--- src/rtl/fifo_ptr_ctrl_pkg.sv ---
// rtl/fifo_ptr_ctrl_pkg.sv - shared FIFO sizing constants and helpers
// Purpose: default address width and almost-flag thresholds shared by the
//          pointer controller, the FIFO RAM and the FIFO top level.
// Ports:   none (package).
package fifo_ptr_ctrl_pkg;

  localparam int DEF_ADDR_W    = 4;
  localparam int DEF_AFULL_TH  = 14;
  localparam int DEF_AEMPTY_TH = 2;

  // Number of RAM entries for a given address width.
  function automatic int depth_of(input int addr_w);
    return 1 << addr_w;
  endfunction

endpackage

--- src/rtl/fifo_ptr_ctrl_if.sv ---
// rtl/fifo_ptr_ctrl_if.sv - request/status bundle between user logic and the FIFO controller
// Purpose: groups the user request strobes and the RAM strobes/status of the
//          FIFO pointer controller.
// Ports:   master - user side: drives wr/rd/flush/clr_err, observes status.
//          slave  - controller side: observes requests, drives strobes/status.
interface fifo_ptr_ctrl_if
  import fifo_ptr_ctrl_pkg::*;
#(
  parameter int ADDR_W = DEF_ADDR_W
);
  logic              wr;
  logic              rd;
  logic              flush;
  logic              clr_err;
  logic              fifo_we;
  logic              fifo_re;
  logic [ADDR_W-1:0] waddr;
  logic [ADDR_W-1:0] raddr;
  logic [ADDR_W:0]   wptr;
  logic [ADDR_W:0]   rptr;
  logic [ADDR_W:0]   count;
  logic              fifo_full;
  logic              fifo_empty;
  logic              almost_full;
  logic              almost_empty;
  logic              overflow;
  logic              underflow;

  modport master (
    output wr, rd, flush, clr_err,
    input  fifo_we, fifo_re, waddr, raddr, wptr, rptr, count,
    input  fifo_full, fifo_empty, almost_full, almost_empty, overflow, underflow
  );

  modport slave (
    input  wr, rd, flush, clr_err,
    output fifo_we, fifo_re, waddr, raddr, wptr, rptr, count,
    output fifo_full, fifo_empty, almost_full, almost_empty, overflow, underflow
  );
endinterface

--- src/rtl/fifo_ptr_cnt.sv ---
// rtl/fifo_ptr_cnt.sv - wrapping FIFO pointer register
// Purpose: W-bit pointer with async reset, sync clear and increment enable;
//          wraps naturally modulo 2**W.
// Ports:   clk, rst_n (async active-low), clr (sync clear, beats inc),
//          inc (advance by one), q (pointer value).
module fifo_ptr_cnt #(
  parameter int W = 5
) (
  input  logic         clk,
  input  logic         rst_n,
  input  logic         clr,
  input  logic         inc,
  output logic [W-1:0] q
);

  always_ff @(posedge clk or negedge rst_n) begin
    if (!rst_n) begin
      q <= '0;
    end else if (clr) begin
      q <= '0;
    end else if (inc) begin
      q <= q + 1'b1;
    end
  end

endmodule

--- src/rtl/fifo_ptr_ctrl.sv ---
// rtl/fifo_ptr_ctrl.sv - FIFO pointer, status and error controller
// Purpose: holds write/read pointers, gates requests into RAM strobes, derives
//          count, full/empty/almost flags and sticky overflow/underflow.
// Ports:   clk, rst_n (async active-low);
//          bus (slave): wr/rd/flush/clr_err in; fifo_we/fifo_re, waddr/raddr,
//          wptr/rptr, count, fifo_full/fifo_empty, almost_full/almost_empty,
//          overflow/underflow out.
module fifo_ptr_ctrl
  import fifo_ptr_ctrl_pkg::*;
#(
  parameter int ADDR_W    = DEF_ADDR_W,
  parameter int AFULL_TH  = DEF_AFULL_TH,
  parameter int AEMPTY_TH = DEF_AEMPTY_TH
) (
  input  logic           clk,
  input  logic           rst_n,
  fifo_ptr_ctrl_if.slave bus
);

  localparam int            PW       = ADDR_W + 1;
  localparam logic [PW-1:0] AFULL_V  = PW'(AFULL_TH);
  localparam logic [PW-1:0] AEMPTY_V = PW'(AEMPTY_TH);

  logic [PW-1:0] wptr;
  logic [PW-1:0] rptr;
  logic [PW-1:0] count;
  logic          full;
  logic          empty;
  logic          we;
  logic          re;
  logic          overflow;
  logic          underflow;

  // Status comes only from registered pointers, never from this cycle's requests.
  assign count = wptr - rptr;
  assign full  = (wptr[PW-1] != rptr[PW-1]) && (wptr[ADDR_W-1:0] == rptr[ADDR_W-1:0]);
  assign empty = (wptr == rptr);

  // Flush swallows both requests, so a flush cycle never moves a pointer on its own.
  assign we = bus.wr & ~full  & ~bus.flush;
  assign re = bus.rd & ~empty & ~bus.flush;

  fifo_ptr_cnt #(.W(PW)) u_wptr (
    .clk   (clk),
    .rst_n (rst_n),
    .clr   (bus.flush),
    .inc   (we),
    .q     (wptr)
  );

  fifo_ptr_cnt #(.W(PW)) u_rptr (
    .clk   (clk),
    .rst_n (rst_n),
    .clr   (bus.flush),
    .inc   (re),
    .q     (rptr)
  );

  // Sticky errors: a fresh error in the clearing cycle must not be lost, so set wins.
  always_ff @(posedge clk or negedge rst_n) begin
    if (!rst_n) begin
      overflow  <= 1'b0;
      underflow <= 1'b0;
    end else begin
      if (bus.clr_err) begin
        overflow  <= 1'b0;
        underflow <= 1'b0;
      end
      if (bus.wr && full && !bus.flush) begin
        overflow <= 1'b1;
      end
      if (bus.rd && empty && !bus.flush) begin
        underflow <= 1'b1;
      end
    end
  end

  assign bus.fifo_we      = we;
  assign bus.fifo_re      = re;
  assign bus.waddr        = wptr[ADDR_W-1:0];
  assign bus.raddr        = rptr[ADDR_W-1:0];
  assign bus.wptr         = wptr;
  assign bus.rptr         = rptr;
  assign bus.count        = count;
  assign bus.fifo_full    = full;
  assign bus.fifo_empty   = empty;
  assign bus.almost_full  = (count >= AFULL_V);
  assign bus.almost_empty = (count <= AEMPTY_V);
  assign bus.overflow     = overflow;
  assign bus.underflow    = underflow;

endmodule
--- src/flat_wrapper.sv ---
// flat-port wrapper written by rule: the top's interface ports become plain ports
module fifo_ptr_ctrl_flat import fifo_ptr_ctrl_pkg::*;
#(
  parameter int ADDR_W    = DEF_ADDR_W,
  parameter int AFULL_TH  = DEF_AFULL_TH,
  parameter int AEMPTY_TH = DEF_AEMPTY_TH
)
  (clk, rst_n, bus_wr, bus_rd, bus_flush, bus_clr_err, bus_fifo_we, bus_fifo_re, bus_waddr, bus_raddr, bus_wptr, bus_rptr, bus_count, bus_fifo_full, bus_fifo_empty, bus_almost_full, bus_almost_empty, bus_overflow, bus_underflow);
  fifo_ptr_ctrl_if #(.ADDR_W(ADDR_W)) bus_i ();
  input  logic clk;
  input  logic rst_n;
  input wire logic [$bits(bus_i.wr)-1:0] bus_wr;
  input wire logic [$bits(bus_i.rd)-1:0] bus_rd;
  input wire logic [$bits(bus_i.flush)-1:0] bus_flush;
  input wire logic [$bits(bus_i.clr_err)-1:0] bus_clr_err;
  output wire logic [$bits(bus_i.fifo_we)-1:0] bus_fifo_we;
  output wire logic [$bits(bus_i.fifo_re)-1:0] bus_fifo_re;
  output wire logic [$bits(bus_i.waddr)-1:0] bus_waddr;
  output wire logic [$bits(bus_i.raddr)-1:0] bus_raddr;
  output wire logic [$bits(bus_i.wptr)-1:0] bus_wptr;
  output wire logic [$bits(bus_i.rptr)-1:0] bus_rptr;
  output wire logic [$bits(bus_i.count)-1:0] bus_count;
  output wire logic [$bits(bus_i.fifo_full)-1:0] bus_fifo_full;
  output wire logic [$bits(bus_i.fifo_empty)-1:0] bus_fifo_empty;
  output wire logic [$bits(bus_i.almost_full)-1:0] bus_almost_full;
  output wire logic [$bits(bus_i.almost_empty)-1:0] bus_almost_empty;
  output wire logic [$bits(bus_i.overflow)-1:0] bus_overflow;
  output wire logic [$bits(bus_i.underflow)-1:0] bus_underflow;
  assign bus_i.wr = bus_wr;
  assign bus_i.rd = bus_rd;
  assign bus_i.flush = bus_flush;
  assign bus_i.clr_err = bus_clr_err;
  assign bus_fifo_we = bus_i.fifo_we;
  assign bus_fifo_re = bus_i.fifo_re;
  assign bus_waddr = bus_i.waddr;
  assign bus_raddr = bus_i.raddr;
  assign bus_wptr = bus_i.wptr;
  assign bus_rptr = bus_i.rptr;
  assign bus_count = bus_i.count;
  assign bus_fifo_full = bus_i.fifo_full;
  assign bus_fifo_empty = bus_i.fifo_empty;
  assign bus_almost_full = bus_i.almost_full;
  assign bus_almost_empty = bus_i.almost_empty;
  assign bus_overflow = bus_i.overflow;
  assign bus_underflow = bus_i.underflow;
  fifo_ptr_ctrl #(.ADDR_W(ADDR_W), .AFULL_TH(AFULL_TH), .AEMPTY_TH(AEMPTY_TH)) u_core (.clk(clk), .rst_n(rst_n), .bus(bus_i));
endmodule
--- config.mk ---
export PLATFORM = sky130hd
export DESIGN_NAME = fifo_ptr_ctrl_flat
export DESIGN_NICKNAME = d
export VERILOG_FILES = /design/src/rtl/fifo_ptr_ctrl_pkg.sv /design/src/rtl/fifo_ptr_ctrl_if.sv /design/src/rtl/fifo_ptr_cnt.sv /design/src/rtl/fifo_ptr_ctrl.sv /design/src/flat_wrapper.sv
export SDC_FILE = /design/constraint.sdc
export NUM_CORES = 1
export LEC_CHECK = 0
export ABC_AREA = 0
export BUFFER_PORTS_ARGS = -buffer_cell sky130_fd_sc_hd__buf_2
export CAP_MARGIN = 10
export CORE_MARGIN = 4
export CORE_UTILIZATION = 52
export CTS_BUF_LIST = sky130_fd_sc_hd__clkbuf_2 sky130_fd_sc_hd__clkbuf_4 sky130_fd_sc_hd__clkbuf_8
export DETAILED_ROUTE_END_ITERATION = 10
export PLACE_DENSITY = 0.9
export SLEW_MARGIN = 20
export SYNTH_ARGS = -nofsm -noshare
export SYNTH_HDL_FRONTEND = slang
export SYNTH_SLANG_ARGS = --single-unit
--- constraint.sdc ---
create_clock -name clk -period 3.64 [get_ports clk]
set_input_delay 0.182 -clock clk [delete_from_list [all_inputs] [get_ports clk]]
set_output_delay 0.182 -clock clk [all_outputs]
set_load 0.02 [all_outputs]
Word level (Yosys, flattened, before mapping):

Index checks and enable logic that the tools add are counted.

* word-level logic and storage cells: 36
* input bits: 6
* flip-flop bits (word level): 12

* eq/ne operators: 3
* add/subtract/negate cells: 3
* bitwise logic cells: 7
* $lt $le $gt $ge: 2
* multiplexer cells: 7
* reduce and logical (&&, ||, !) cells: 10

Operator list (number)
* $mux W5: 4
* $add A5 B1 Y5 const B: 2
* $reduce_bool A2 Y1: 4
* $eq A5 B5 Y1: 1
* $ge A5 B4 Y1 const B: 1
* $le A5 B2 Y1 const B: 1
* $logic_and A1 B1 Y1: 5
* $sub A5 B5 Y5: 1
* $and A1 B1 Y1: 4
* $eq A4 B4 Y1: 1
* $mux W1: 3
* $not A1 Y1: 3
* $logic_not A1 Y1: 1
* $ne A1 B1 Y1: 1

Depth between registers and ports, before layout:

* depth after elaboration: 7
* depth in mapped cells: 8

Hierarchy:

From an unflattened synthesis, not the netlist that was laid out.

* cell total of the unflattened synthesis: 90
* area, all modules: 893.4 µm²

By module, submodules not included
* fifo_ptr_cnt: times used 2, area an instance 252.7 µm², cells an instance 22
* fifo_ptr_ctrl: times used 1, area an instance 387.9 µm², cells an instance 46

Worst setup path after synthesis:

Ideal clock, no wire load.

* path kind: register to output
* start: reg u_core.u_wptr.q[0]
* end: out bus_almost_empty
* data required time: 3458 ps
* setup slack: 1098 ps
* data arrival time: 2360 ps
* cell stages (with the launch flop): 9
* path through: dfrtp_1 inv_1 ha_1 inv_1 fa_1 a21o_1 a21oi_1 xnor2_1 a2111oi_2

* word-level cells in the longest chain between the ends: 2

RTL lines
* from (decl): line fifo_ptr_cnt.sv:13 `output logic [W-1:0] q`
* from (signal assigned): line fifo_ptr_cnt.sv:22 `q <= q + 1'b1;`
* $sub A5 B5 Y5: line fifo_ptr_ctrl.sv:35 `assign count = wptr - rptr;`
* named net bus_count[4]: line flat_wrapper.sv:22 `output wire logic [$bits(bus_i.count)-1:0] bus_count;`
* $le A5 B2 Y1: line fifo_ptr_ctrl.sv:88 `assign bus.almost_empty = (count <= AEMPTY_V);`
* to (decl): line flat_wrapper.sv:26 `output wire logic [$bits(bus_i.almost_empty)-1:0] bus_almost_empty;`

The timed path passes the listed nets, and every way through them passes these cells.

Worst setup path in the final report:

* start: reg u_core.u_wptr.q[0]
* end: out bus_almost_empty

* word-level cells in the longest chain between the ends: 2

RTL lines (line)
* $sub A5 B5 Y5: fifo_ptr_ctrl.sv:35
* $le A5 B2 Y1: fifo_ptr_ctrl.sv:88

Every way passes these cells.

==> results.ini <==
[timing]
skew_ns=0.00714
fin_crit_ns=2.63
worst_pin_slew_ns=0.478
period_share_pct=72.4
relSlewSlack_pct=67.8
rsz0062_at_grt=no
drv_slew=0
tns_ns=0
max_clock_freq_ghz=0.380
setup_viol=0
hold_viol_final=0

[drt]
first_iter_violations=17
ant_nets=0
wire_per_inst_um=14.0
vias=738
wl_um=1920
viasPerCell=5.39
drc=0
drtPass1Iterations=4

[clocking]
clockBufferDepth=2
cts_inserted_buffers=3
clock_sinks=12
clock_latency_ns=0.27
clk_pin_slew_ns=0.08
cts_tree=yes
cts_max_level=1
cts-root-buf=clkbuf_4

[critical_path]
crit_path_max_incr_delay_ns=0.42
cpMaxStageDelayCell=dfrtp_1
reg2reg_depth=6
rrSetupSlack_ns=1.59
crit_path_frequent_cell=inv_1
setup.worst_path.start_class=register
cp.buffers_inverters=3
required_ns=3.46
crit_fanout=5
cp_cell_sequence=inv_1, ha_1, inv_1, fa_1, a21o_1, a21oi_1, xnor2_1, a2111oi_2, buf_2
worstPathArrival_ns=2.45
critPathKind=register to primary output
critPathTopFamily=compound AO/OA/AOI/OAI gates
critPathCaptureType=primary output
cp_num_cells=9

[floorplanning]
ios=37
core_um2=1520
die_h_um=48.2
dieArea_um2=2320
rows=14
die_w_um=48.2
initial_core_util_pct=55.2

[yosys]
ys_types=24
synth_edf_count=0
syn_nets=103
yosys_warnings=0
synthesis.area_um2=841
synth_async_sr_flop_share_pct=100
synth_top_area_share_pct=35.7
synth_cells=90
avgSynthCellArea_um2=9.34
synth_seq_area_share_pct=35.7
synthTopCellsByArea=dfrtp_1 36%, ha_1 8.9%, xnor2_1 7.3%
synthFlopType=dfrtp_1
synth_area_leader_cell=dfrtp_1
ys_ff_latch=12

[status]
status=completed

[min_path]
hold_path.class=input pin to register
worstHoldPathCells=2

[cells_and_area]
syn2layout_area_growth_pct=20.1
fin_util_pct=66.3
antenna_cells=0
fillCellCount=123
drive_gt1_share_pct=34.7
final_nets=136

[global_route]
grt_overflow=0
grt_max_degree=15
track_usage_pct=19.5
grt_pass1_vias=720
antenna_found_initial=0
grt_pass1_wl_um=3160

[power_and_ir_drop]
power.total_uw=496
irDropWorstVdd_uv=305
p_leak_nw=0.551
p_per_area_nw_per_um2=491

[place]
place_hpwl_um=1530
place.gp.congestion=0.831
io_buffer_count=36

[job]
drv_cap=0

-- per-stage QoR --
stage / instances / setup WS (ns) / cell area, um2 / hold WS [ns]
global placement: 133 / 1.39 / 977 / 0.0774
CTS: 137 / 0.991 / 1010 / 0.117
floorplan: 90 / 1.10 / 841 / -0.114
detailed placement: 133 / 1.28 / 977 / 0.0832
finish: 137 / 1.01 / 1010 / 0.114
global route: 137 / 0.799 / 1010 / 0.140
-- path summary, 6_finish.rpt --
path,to,from
setup / recovery,bus_almost_empty,u_core.u_wptr.q[0]
hold / removal,u_core.bus.underflow,bus_clr_err
setup reg to reg,u_core.u_wptr.q[1],u_core.u_rptr.q[2]
hold reg to reg,u_core.bus.underflow,u_core.bus.underflow
max in group asynchronous,u_core.u_wptr.q[0],rst_n
min in group asynchronous,u_core.u_rptr.q[2],rst_n
-- kinds of logic (layout without fill, tap and decap cells) --
kind of cell	Yosys count	count (layout)	share of synthesized area, %
flip-flops	12	12	35.7
multiplexers	2	2	2.38
AND/OR/NAND/NOR	23	23	13.4
buffers and inverters	17	48	11.2
XOR/XNOR	12	12	13.4
adder cells (fa/ha/maj)	7	7	11.3
AO/OA/AOI/OAI	17	17	12.6
-- flip-flops by register name, indices dropped and copies added, names as in the netlist --
| signal | count |
|---|---|
| u_core.bus.overflow | 1 |
| u_core.u_rptr.q | 5 |
| u_core.bus.underflow | 1 |
| u_core.u_wptr.q | 5 |
-- layout by cell type, fill, tap and decap left out --
cell           count
ha_1               6
xnor2_1            7
nand2_1            1
and4_1             1
o21ai_1            1
a21oi_1            6
buf_2             36
a31o_2             1
a21o_1             1
nand3b_1           2
nor2_1            13
nand4_1            4
xor2_1             4
a2111oi_2          1
o211ai_1           2
dlygate4sd3_1      1
xor2_2             1
mux2i_1            2
clkbuf_4           3
dfrtp_1           12
inv_1              8
fa_1               1
nand3_1            1
or3_1              1
o21ai_0            5
-- power by group --
group	switching [mW]	internal (mW)	total (mW)
Clock	0.0439	0.0383	0.0822
Sequential	0.0133	0.143	0.156
Combinational	0.166	0.0913	0.257
-- layer usage --
| metal | track usage, % | wire length (um) |
|---|---|---|
| met5 | 0 | 0 |
| met1 | 25.9 | 821 |
| met3 | 3.32 | 128 |
| met4 | 6.45 | 33 |
| met2 | 32.0 | 934 |
-- area by class of cell --
type	count	area, um2	area share (%)
multi-input combinational	61	447	44.2
sequential	12	300	29.7
timing repair buffer	37	190	18.8
inverter	8	30.0	2.97
clock buffer	3	22.5	2.23
tap	16	20.0	1.98
-- synth_stat cells, types with 4 or more instances --
cell type and number:
inv_1 8, ha_1 6, nor2_1 13, dfrtp_1 12, nand4_1 4, xor2_1 4
xnor2_1 7, o21ai_0 5, buf_4 8, a21oi_1 6
-- what timing repair did --
| action | CTS | global route |
|---|---|---|
| hold endpoints to repair | 12 | 0 |
| resized for setup | 0 | 0 |
| setup buffers | 0 | 0 |
| hold buffers | 1 | 0 |
No activity file was read; power rests on OpenSTA's default activity.
